$ cat config.mk
export PLATFORM = sky130hd
export DESIGN_NAME = mult_seq_ctrl
export DESIGN_NICKNAME = d
export VERILOG_FILES = /design/src/rtl/mult_seq_ctrl.sv
export SDC_FILE = /design/constraint.sdc
export NUM_CORES = 1
export LEC_CHECK = 0
export ABC_AREA = 1
export BUFFER_PORTS_ARGS = -buffer_cell sky130_fd_sc_hd__buf_2
export CORE_ASPECT_RATIO = 0.75
export CORE_MARGIN = 1
export CORE_UTILIZATION = 59
export DETAILED_ROUTE_END_ITERATION = 12
export PLACE_DENSITY = 0.86
export SYNTH_ARGS = -nofsm -noshare
export SYNTH_HDL_FRONTEND = slang
export SYNTH_SLANG_ARGS = --single-unit
$ cat constraint.sdc
create_clock -name clk -period 7.1 [get_ports clk]
set_clock_uncertainty 0.15 [all_clocks]
set_input_delay 1.065 -clock clk [delete_from_list [all_inputs] [get_ports clk]]
set_output_delay 1.065 -clock clk [all_outputs]
set_load 0.02 [all_outputs]
$ cat src/rtl/mult_seq_ctrl.sv
// mult_seq_ctrl: 8x8 unsigned multiply sequenced over a shared 4x4 multiplier; MULT_SEQ_ZERO_SKIP_EN skips zero-nibble steps
module mult_seq_ctrl (
  input  logic        clk,
  input  logic        rst,
  input  logic        in_valid,
  output logic        in_ready,
  input  logic [7:0]  operand_a,
  input  logic [7:0]  operand_b,
  output logic [3:0]  mul_a,
  output logic [3:0]  mul_b,
  input  logic [8:0]  mul_p,
  output logic        out_valid,
  input  logic        out_ready,
  output logic [15:0] result,
  output logic        busy,
  output logic [15:0] done_cnt
);
  typedef enum logic [1:0] {IDLE, RUN, DONE} state_t;
  state_t state, state_n;
  logic [7:0] a_r, b_r;
  logic [15:0] acc, cnt;
  logic [1:0] step;
  logic [2:0] nxt;
  logic unused_p;
`ifdef MULT_SEQ_ZERO_SKIP_EN
  localparam logic [3:0] FORCE = 4'h0;
`else
  localparam logic [3:0] FORCE = 4'hf;
`endif
  function automatic logic [3:0] qual(input logic [7:0] x, input logic [7:0] y);
    return FORCE | {|x[7:4] & |y[7:4], |x[3:0] & |y[7:4], |x[7:4] & |y[3:0], |x[3:0] & |y[3:0]};
  endfunction
  // {found, index} of the lowest enabled step at or after 'from'
  function automatic logic [2:0] pick(input logic [3:0] m, input logic [2:0] from);
    pick = 3'b000;
    for (int i = 3; i >= 0; i--) if (3'(i) >= from && m[i]) pick = {1'b1, 2'(i)};
  endfunction
  assign nxt = state == IDLE ? pick(qual(operand_a, operand_b), 3'd0) : pick(qual(a_r, b_r), 3'(step) + 3'd1);
  always_comb begin
    state_n = state;
    if (state == IDLE && in_valid) state_n = nxt[2] ? RUN : DONE;
    else if (state == RUN && !nxt[2]) state_n = DONE;
    else if (state == DONE && out_ready) state_n = IDLE;
  end
  assign in_ready = state == IDLE;
  assign busy = state != IDLE;
  assign out_valid = state == DONE;
  assign result = acc;
  assign done_cnt = cnt;
  assign mul_a = state == RUN ? (step[0] ? a_r[7:4] : a_r[3:0]) : 4'd0;
  assign mul_b = state == RUN ? (step[1] ? b_r[7:4] : b_r[3:0]) : 4'd0;
  assign unused_p = mul_p[8];
  always_ff @(posedge clk) begin
    if (rst) begin
      state <= IDLE;
      a_r <= '0;
      b_r <= '0;
      acc <= '0;
      step <= '0;
      cnt <= '0;
    end else begin
      state <= state_n;
      if (state == IDLE && in_valid) begin
        a_r <= operand_a;
        b_r <= operand_b;
        acc <= '0;
        step <= nxt[1:0];
      end
      if (state == RUN) begin
        acc <= acc + (16'(mul_p[7:0]) << {step[1] & step[0], step[1] ^ step[0], 2'b00});
        step <= nxt[1:0];
      end
      if (state == DONE && out_ready) cnt <= cnt + 16'd1;
    end
  end
endmodule
======== Word-level counts from Yosys, hierarchy flattened ========
Cells that the tools add are included.
storage, ports and cells
  bits in registers ....................... 52
  bits in latches ......................... 0
  memory bits (writable) .................. 0
  memory bits (read-only) ................. 0
  output and inout bits ................... 43
  memories ................................ 0
cells by class
  add/sub/neg operators ................... 3
  $mul .................................... 0
  div/mod/pow operators ................... 0
  order comparisons ....................... 4
  equality and inequality tests ........... 2
  shift-type cells ........................ 1
  mux-type cells .......................... 17
  bitwise operators ....................... 2
  reductions and logical operators ........ 8
operators by type and width
  cell                   number
  $mux 16                2
  $add 16x1->16 const B  1
  $add 16x16->16         1
  $mux 4                 4
  $shl 8x4->16           1
  $mux 3                 5
  $mux 2                 6
  $ge 1x3->1 const A     2
  $ge 2x3->1 const A     2
  $reduce_bool 2->1      2
  $add 2x1->3 const B    1
  $logic_and 1x1->1      3
  $reduce_bool 3->1      1
  $eq 2x1->1 const B     1
  $eq 2x2->1 const B     1
  $logic_not 2->1        1
  $and 1x1->1            1
  $logic_not 1->1        1
  $xor 1x1->1            1

======== Longest topological paths before layout ========
Gate-level depths: netlist of the first run.
  depth in word-level cells ............... 11
  gate-level depth with buffers ........... 17

======== Least setup slack after synthesis of the first run ========
OpenSTA, ideal clock, no wires.
  kind .................................... flip-flop to flip-flop
  start point ............................. register step[1]
  end point ............................... register acc[8], in the netlist result[8]
  arrival time ............................ 2.490 ns
  data required time ...................... 6.818 ns
  path slack .............................. 4.327 ns
  cell stages (with the launch flop) ...... 15
  path buffers ............................ 1
  cells stage by stage .................... dfxtp_1 > ha_1 > or2_2 > clkbuf_1 > nor2_1 > ha_1 > inv_1 > fa_1 > inv_1 > nand3_1 > nand3_1 > a21oi_1 > or2_2 > nand3_1 > a21oi_1
on the way
  cells in the longest elaborated chain, start to end .. 4
  elaborated cells between the ends (all ways) .. 5
RTL lines
  what                                        line  RTL
  start: declaration                          22    logic [1:0] step;
  start signal: assignment                    67    step <= nxt[1:0];
  start signal: assignment                    71    step <= nxt[1:0];
  $xor 1x1->1 or $and 1x1->1 (tied branches)  70    acc <= acc + (16'(mul_p[7:0]) << {step[1] & step[0], step[1] ^ step[0], 2'b00});
  $shl 8x4->16 (*)                            70
  $add 16x16->16 (*)                          70
  $mux 16 (*)                                 69    if (state == RUN) begin
  end signal: assignment                      70
  end: declaration                            21    logic [15:0] acc, cnt;
Mark *: on every way between the ends. The rest lies on a longest branch, timed or not.
A chain may end at the register's enable or synchronous reset.

======== Final worst setup path of the first run ========
  start point ............................. register state[0]
  end point ............................... output mul_b[0]
on the way
  cells in the longest elaborated chain, start to end .. 2
RTL lines
  what                      line  RTL
  start: declaration        19    state_t state, state_n;
  start signal: assignment  62    state <= state_n;
  $eq 2x1->1                51    assign mul_b = state == RUN ? (step[1] ? b_r[7:4] : b_r[3:0]) : 4'd0;
  $mux 4                    51
  end: declaration          10    output logic [3:0] mul_b,
No other way between the ends.

==> impl_summary.txt, run 1 <==
----------------------------------------------------
[Timing]
  Hold Vio Cnt, Final ... 0
  Total negative setup slack ... 0 ns
  Worst hold margin ... 0.341 ns
  Period utilization ... between 40% and 50%
  Max-slew headroom ... a little under three fifths
  Final period demand of the worst path ... between 3 and 4 ns
  Fmax ... between 0.3 and 0.4 GHz
  Unrepaired setup endpoints after global routing ... false
  Final Max Slew Viols ... 0
  PnR worst setup slack ... 3.82 ns
  Count of endpoints failing setup in the final report ... 0
  Worst Max-Slew Pin Slew ... roughly 0.67 ns

[Floorplanning]
  Effective utilization at floorplan ... 61.2%
  Height of the die ... roughly 66 µm
  Core region area ... 5320 µm²
  Die width ... 87.8 µm
  Boundary pin count ... between 70 and 80
  Die area ... slightly below 6000 µm²
  Row cnt ... 23

[GRT]
  Routing usage on met2 ... 46.7%
  Global-route wire length before repair ... between 10000 and 15000 µm
  GRT overflow ... 0
  Maximum number of pins on one net before global-route repair ... 28
  GR Layer Usage met3 ... 6.37%
  Met1 track utilization from global routing ... around two fifths
  Combined global-route utilization of all metal layers ... 28.8%
  Via count of the first global-routing pass ... about 3000
  Layer carrying the most global-route usage ... met2
  Initial antenna violation count ... 0

[Clock tree]
  Level count of the clock H-tree ... 2
  Count of instances resized after the clock tree is built ... 0
  Number of buffers created by CTS ... 5
  Number of hold buffers added after cts ... 0
  Longest Clk Path Bufs ... 2
  Clock Sink Count ... 52
  Worst-skew pair later-pin latency ... 0.30 ns
  Clock root buffer ... sky130_fd_sc_hd__clkbuf_8
  Worst-path clk slew ... 0.09 ns
  CTS tree ... yes
  Buffer count from post-CTS setup fixing ... 0

[Route]
  Remaining DRCs ... 0
  Total via count in the routed design ... between 3000 and 4000
  Routed length per instance ... roughly 12 µm
  Residual antenna-violating net count after detailed routing ... 0
  Initial DRT Pass Iterations ... 5
  Vias/cell ... roughly 5.4
  Total wire length after detailed routing ... 8120 µm
  Iteration-0 DRC count of the detailed router ... 300

[Final layout]
  Share of post-route cells with drive strength above 1 ... between 15 and 20%
  Antenna cells ... 0
  Area of combinational cells with multiple inputs ... roughly 1900 µm²
  Area occupied by registers ... around 1000 µm²
  Final design area excluding fillers ... 3770 µm²
  Fillcell total ... 455
  Number of nets at the end of the flow ... 625
  Area growth from synthesis to final layout ... 15.8%

[Setup path]
  Crit path kind ... flop to primary output
  Critical path arrival ... a little over 2 ns
  Startpoint types ... flop
  Kind of capture point of the worst setup path ... primary output
  Data required time of the critical path ... slightly below 6 ns
  Top fanout value on the critical path ... 15

[Placement]
  Total cell area at the placement stage ... about 3600 µm²
  Pre-CTS setup slack ... about 3.9 ns
  GPL Wtd Cong ... 0.915
  I/O Buffers ... 70
  Half-perimeter wire length of the detailed placement result ... roughly 6000 µm

[Synthesis]
  Syn Inst Count ... between 500 and 600
  Sequential cell area fraction in the yosys report ... 32.0%
  Average footprint of a synthesized cell ... 6.34 µm²
  Library cell occupying the most area in the post-synthesis netlist ... sky130_fd_sc_hd__dfxtp_1
  Number of warnings reported in the yosys synthesis log ... 0
  Synth Net Count ... approximately 560
  Seq cells post-synth ... 52
  Proportion of netlist area held by the largest area contributor ... around a third
  Synth unique cells ... 34
  Dominant cells by area after synthesis ... sky130_fd_sc_hd__dfxtp_1, sky130_fd_sc_hd__nand2_1, sky130_fd_sc_hd__inv_1, sky130_fd_sc_hd__a21oi_1, sky130_fd_sc_hd__nor2_1
  Post-synthesis instance area ... about 3300 µm²

[Hold path]
  Worst hold-check path type ... flop to flop

[Job]
  Count of max-cap constraint violations ... 0

[Status]
  Run status ... completed

[Power and ir drop]
  Power consumption ... just over 0.7 mW
  Areal power density over the cells ... 188 nW/µm²
  Static leakage power ... 1.96 nW
  IR drop worst, VDD ... about 0.12 mV

----------------------------------------------------
[final cells by class]
cell class,count,share of cell area (%)
clock inverters,2,1.59
multi-input cells,377,50.0
clock buffers,5,1.82
well taps,75,2.49
flip-flops and latches,52,27.6
inverters,72,7.23
repair buffers,70,9.29
[stage by stage]
step                utilization, %  std cells
global route                  70.8        653
finish                        70.8        653
detailed placement            68.4        646
floorplan                        -        514
CTS                           70.8        653
global placement              68.4        646
[cells in the mapped netlist]
cell,number
sky130_fd_sc_hd__nor2_2,3
sky130_fd_sc_hd__nand3b_1,2
sky130_fd_sc_hd__buf_2,2
sky130_fd_sc_hd__nand3_4,1
sky130_fd_sc_hd__nand3_2,1
sky130_fd_sc_hd__nor3b_1,2
sky130_fd_sc_hd__dfxtp_1,52
sky130_fd_sc_hd__buf_1,1
sky130_fd_sc_hd__nand2_4,1
sky130_fd_sc_hd__or2_2,5
sky130_fd_sc_hd__nor2_4,4
sky130_fd_sc_hd__o22ai_1,1
sky130_fd_sc_hd__xor2_1,1
sky130_fd_sc_hd__and2_1,1
sky130_fd_sc_hd__o21a_1,1
sky130_fd_sc_hd__o21ai_0,35
sky130_fd_sc_hd__nor3_1,4
sky130_fd_sc_hd__inv_1,71
sky130_fd_sc_hd__nand4_4,1
sky130_fd_sc_hd__nand3_1,27
sky130_fd_sc_hd__and3_1,1
sky130_fd_sc_hd__nor2_1,66
sky130_fd_sc_hd__fa_1,1
sky130_fd_sc_hd__buf_6,1
sky130_fd_sc_hd__ha_1,17
sky130_fd_sc_hd__a21oi_2,1
sky130_fd_sc_hd__clkbuf_1,9
sky130_fd_sc_hd__inv_4,1
sky130_fd_sc_hd__a211oi_1,1
sky130_fd_sc_hd__nand4_1,2
sky130_fd_sc_hd__nor3_2,2
sky130_fd_sc_hd__o211a_1,1
sky130_fd_sc_hd__a21oi_1,50
sky130_fd_sc_hd__nand2_1,145
[layer usage]
layer,up-vias,wire length [µm]
met5,-,0
met4,0,90
met3,11,578
met2,119,3640
met1,1603,3810
li1,1761,-
[cell families after synthesis]
group | count (synthesis) | share of synthesized area, %
AO/OA/AOI/OAI | 90 | 14.3
XOR/XNOR | 1 | 0.269
adder cells (fa/ha/maj) | 18 | 7.15
buffers and inverters | 85 | 10.2
flip-flops | 52 | 32.0
AND/OR/NAND/NOR | 268 | 36.2
[placed cells by master, fill, tap and decap left out, types with 2 or more instances in the layout]
master,instances
sky130_fd_sc_hd__or2_2,5
sky130_fd_sc_hd__nand3_1,27
sky130_fd_sc_hd__nor2_1,66
sky130_fd_sc_hd__nor3_2,2
sky130_fd_sc_hd__clkbuf_8,5
sky130_fd_sc_hd__nor3b_1,2
sky130_fd_sc_hd__bufinv_16,2
sky130_fd_sc_hd__buf_2,70
sky130_fd_sc_hd__nand2_1,145
sky130_fd_sc_hd__nand4_1,2
sky130_fd_sc_hd__dfxtp_1,52
sky130_fd_sc_hd__nor2_2,3
sky130_fd_sc_hd__nand3b_1,2
sky130_fd_sc_hd__a21oi_1,50
sky130_fd_sc_hd__nor3_1,4
sky130_fd_sc_hd__ha_1,17
sky130_fd_sc_hd__nor2_4,4
sky130_fd_sc_hd__o21ai_0,35
sky130_fd_sc_hd__inv_1,71
[power by group]
part           internal, mW  leakage, nW  switching [mW]  total, mW
Combinational        0.0516         1.47           0.104      0.155
Clock                 0.139       0.0642          0.0967      0.235
Sequential            0.306        0.424          0.0105      0.317
Total                 0.496         1.96           0.211      0.707
[state kept, by name (all words and copies together) (netlist names)]
name and count:
done_cnt 16, result 16, state 2, a_r 8, b_r 8, step 2
[worst max-delay path, stage by stage, from the launching register on]
cell	delay, ns
sky130_fd_sc_hd__dfxtp_1	0.41
sky130_fd_sc_hd__inv_1	0.13
sky130_fd_sc_hd__nor2_4	0.40
sky130_fd_sc_hd__inv_1	0.39
sky130_fd_sc_hd__a21oi_1	0.23
sky130_fd_sc_hd__buf_2	0.19
[path summary, 6_finish.rpt]
check	cells after the start	startpoint	slack (ns)	to
hold / removal	2	result[2]	0.34	result[2]
setup / recovery	5	state[0]	3.82	mul_b[0]
setup reg to reg	13	step[0]	3.85	result[8]
hold reg to reg	2	result[2]	0.34	result[2]
No activity file was read; power rests on OpenSTA's default activity.
==> run 2, diff against run 1 <==
--- a/config.mk
+++ b/config.mk
@@ -5,13 +5,13 @@
 export SDC_FILE = /design/constraint.sdc
 export NUM_CORES = 1
 export LEC_CHECK = 0
-export ABC_AREA = 1
+export ABC_AREA = 0
 export BUFFER_PORTS_ARGS = -buffer_cell sky130_fd_sc_hd__buf_2
 export CORE_ASPECT_RATIO = 0.75
 export CORE_MARGIN = 1
-export CORE_UTILIZATION = 59
+export CORE_UTILIZATION = 54
 export DETAILED_ROUTE_END_ITERATION = 12
-export PLACE_DENSITY = 0.86
+export PLACE_DENSITY = 0.8
 export SYNTH_ARGS = -nofsm -noshare
 export SYNTH_HDL_FRONTEND = slang
 export SYNTH_SLANG_ARGS = --single-unit
==> constraint.sdc (replaced) <==
create_clock -name clk -period 3.05 [get_ports clk]
set_clock_uncertainty 0.15 [all_clocks]
set_input_delay 0.4575 -clock clk [delete_from_list [all_inputs] [get_ports clk]]
set_output_delay 0.4575 -clock clk [all_outputs]
set_load 0.02 [all_outputs]
==> impl_summary.txt, run 2 <==
----------------------------------------------------
[Synthesis]
  Syn Inst Count ... roughly 380
  Primary flip-flop cell chosen by synthesis mapping ... sky130_fd_sc_hd__dfxtp_1
  Post-synthesis instance area ... roughly 3000 µm²
  Ys async rst share ... 0%
  Proportion of netlist area held by the largest area contributor ... between 30% and 40%
  Sequential cell area fraction in the yosys report ... between 30% and 40%
  Number of warnings reported in the yosys synthesis log ... 0
  Count of flip-flops with a built-in enable after synthesis ... 0
  Average footprint of a synthesized cell ... 7.98 µm²
  Library cell occupying the most area in the post-synthesis netlist ... sky130_fd_sc_hd__dfxtp_1
  Synth Net Count ... between 400 and 500
  Top cell types by occurrence after synthesis ... sky130_fd_sc_hd__nand2_1, sky130_fd_sc_hd__nor2_1, sky130_fd_sc_hd__dfxtp_1, sky130_fd_sc_hd__a21oi_1, sky130_fd_sc_hd__ha_1
  Synth unique cells ... between 50 and 60
  Seq cells post-synth ... 52
  Dominant cells by area after synthesis ... sky130_fd_sc_hd__dfxtp_1, sky130_fd_sc_hd__ha_1, sky130_fd_sc_hd__nand2_1, sky130_fd_sc_hd__nor2_1, sky130_fd_sc_hd__a21oi_1

[Timing]
  PnR worst setup slack ... 0.111 ns
  Unrepaired setup endpoints after global routing ... false
  Final Max Slew Viols ... 0
  Fmax ... approximately 0.34 GHz
  Total negative setup slack ... 0 ns
  Count of endpoints failing setup in the final report ... 0
  Max-slew headroom ... roughly three fifths
  Final period demand of the worst path ... ~2.9 ns
  Hold Vio Cnt, Final ... 0
  Period utilization ... 96.4%
  Worst Max-Slew Pin Slew ... about 0.57 ns
  Worst hold margin ... 0.230 ns

[Power and ir drop]
  Internal portion of total power ... 1.11 mW
  Static leakage power ... ~1.6 nW
  Switch Pwr ... between 0.4 and 0.5 mW
  Switching share of total power ... 28.8%
  Sequential share of power ... between 40 and 50%
  Proportion of power drawn by the clock network ... 32.8%
  Portion of total power attributed to combinational logic ... 20.6%
  Areal power density over the cells ... 419 nW/µm²
  IR drop worst, VDD ... 0.227 mV

[GRT]
  Combined global-route utilization of all metal layers ... between 20% and 30%
  Via count of the first global-routing pass ... about 2600
  GRT overflow ... 0
  Initial antenna violation count ... 0
  Global-route wire length before repair ... approximately 12000 µm
  Maximum number of pins on one net before global-route repair ... between 40 and 50

[Clock tree]
  Number of buffers created by CTS ... 5
  Clock root buffer ... sky130_fd_sc_hd__clkbuf_8
  Number of hold buffers added after cts ... 0
  Worst-path clk slew ... about 0.10 ns
  Worst-skew pair later-pin latency ... just over 0.3 ns
  Level count of the clock H-tree ... 2
  CTS tree ... yes
  Longest Clk Path Bufs ... 2
  Clock Sink Count ... 52

[Hold path]
  Hold path depth ... 3
  Worst hold-check path type ... input pin to flop

[Final layout]
  Antenna cells ... 0
  Commonest cells after routing, fill and taps aside ... sky130_fd_sc_hd__buf_2, sky130_fd_sc_hd__nand2_1, sky130_fd_sc_hd__nor2_1, sky130_fd_sc_hd__dfxtp_1, sky130_fd_sc_hd__a21oi_1
  Utilization of the core after routing ... 68.9%
  Share of post-route cells with drive strength above 1 ... ~25%
  Leading cell type in the layout, fill and taps excluded ... sky130_fd_sc_hd__buf_2
  Area growth from synthesis to final layout ... 22.5%
  Number of nets at the end of the flow ... approximately 500
  Non-filler instance count after layout ... approximately 530

[Setup path]
  Crit path kind ... flop to flop
  Delay of the slowest cell on the worst path ... roughly 0.49 ns
  Critical path arrival ... 2.99 ns
  Worst path cell trace ... ha_4, buf_6, nor2b_4, a22o_1, ha_2, a21oi_2, o22ai_1, o2bb2ai_1, or4_1, a32o_1
  Cell with the biggest individual delay on the critical path ... sky130_fd_sc_hd__or4_1
  Kind of capture point of the worst setup path ... flop
  Flop2flop setup slack ... about 0.11 ns
  Startpoint types ... flop
  Top fanout value on the critical path ... 7
  Data required time of the critical path ... between 3 and 4 ns
  Reg2reg path depth ... 10

[Route]
  Residual antenna-violating net count after detailed routing ... 0
  Vias/cell ... roughly 5.6
  Remaining DRCs ... 0
  Total via count in the routed design ... between 2000 and 3000
  Routed length per instance ... 14.9 µm
  Initial DRT Pass Iterations ... 4
  Total wire length after detailed routing ... 7840 µm
  Iteration-0 DRC count of the detailed router ... slightly below 200

[Status]
  Run status ... completed

[Floorplanning]
  Height of the die ... about 67 µm
  Row cnt ... 23
  Die width ... 88.4 µm
  Core region area ... roughly 5400 µm²
  Effective utilization at floorplan ... 56.2%
  Die area ... 5910 µm²
  Boundary pin count ... 72

[Placement]
  Half-perimeter wire length of the detailed placement result ... ~5600 µm
  Pre-CTS setup slack ... between 0.06 and 0.07 ns
  GPL Wtd Cong ... roughly 0.95
  Count of placed standard cells including taps ... 519
  I/O Buffers ... 70

[Job]
  Count of max-cap constraint violations ... 0

----------------------------------------------------
run 2: cell count changes in the layout (fill, tap and decap cells not counted), sizes merged, moves of 17 or more:
cell / previous run / this run
nor2: 73 / 54
a21oi: 51 / 34
nand2: 146 / 54
o21ai: 35 / 16
nand3: 29 / 9
inv: 72 / 10
run 2: cell families after synthesis:
family                     count (synthesis)  share of synthesized area [%]
and+or+nand+nor                          155                           23.4
AOI/OAI and AO/OA                         91                           20.3
DFF                                       52                           34.4
buffers and inverters                     29                           3.80
xor gates and xnor gates                  21                           6.08
adders and majority gates                 18                           7.69
muxes                                     13                           4.30
run 2: per-layer routing:
metal / global-route usage (%) / wire length, µm
met4: 7.86 / 110
met5: 0 / 0
met3: 7.31 / 468
met2: 40.4 / 3480
met1: 37.4 / 3780
run 2: worst paths after layout:
kind | from | to
max | step[1] | result[14]
min | operand_b[2] | b_r[2]
max reg2reg | step[1] | result[14]
min reg2reg | b_r[2] | b_r[2]
run 2: critical path: cells and delay by family (launching register included):
family | cells | cell delay, ns
AO/OA/AOI/OAI | 5 | 0.89
AND/OR/NAND/NOR | 2 | 0.67
adder cells (fa/ha/maj) | 2 | 0.63
flip-flops | 1 | 0.36
buffers and inverters | 1 | 0.14
run 2: final cells by class:
| type | instances | area, µm² |
|---|---|---|
| Clock buffer | 6 | 82.6 |
| Clock inverter | 2 | 38.8 |
| Fill cell | 465 | 1680 |
| Inverter | 10 | 37.5 |
| Multi-Input combinational cell | 298 | 1950 |
| Sequential cell | 52 | 1040 |
| Tap cell | 75 | 93.8 |
| Timing Repair Buffer | 84 | 459 |
run 2: metrics by stage:
stage	instance area [µm²]	total power, mW
final	3710	1.55
after global routing	3710	1.62
after CTS	3620	1.53
after detailed placement	3500	1.03
after global placement	3500	1.02
after floorplan	3030	0.937
run 2: timing repair:
item,4_1_cts,5_1_grt
endpoints found under the setup margin,0,4
setup buffers,0,0
resized for setup,0,16
run 2: power groups by stage:
stage | Combinational (mW) | Sequential, mW | Clock (mW)
floorplan | 0.194 | 0.742 | 0
detailed placement | 0.294 | 0.737 | 0
CTS | 0.296 | 0.722 | 0.516
global route | 0.352 | 0.727 | 0.542
global placement | 0.287 | 0.736 | 0
finish | 0.321 | 0.724 | 0.509
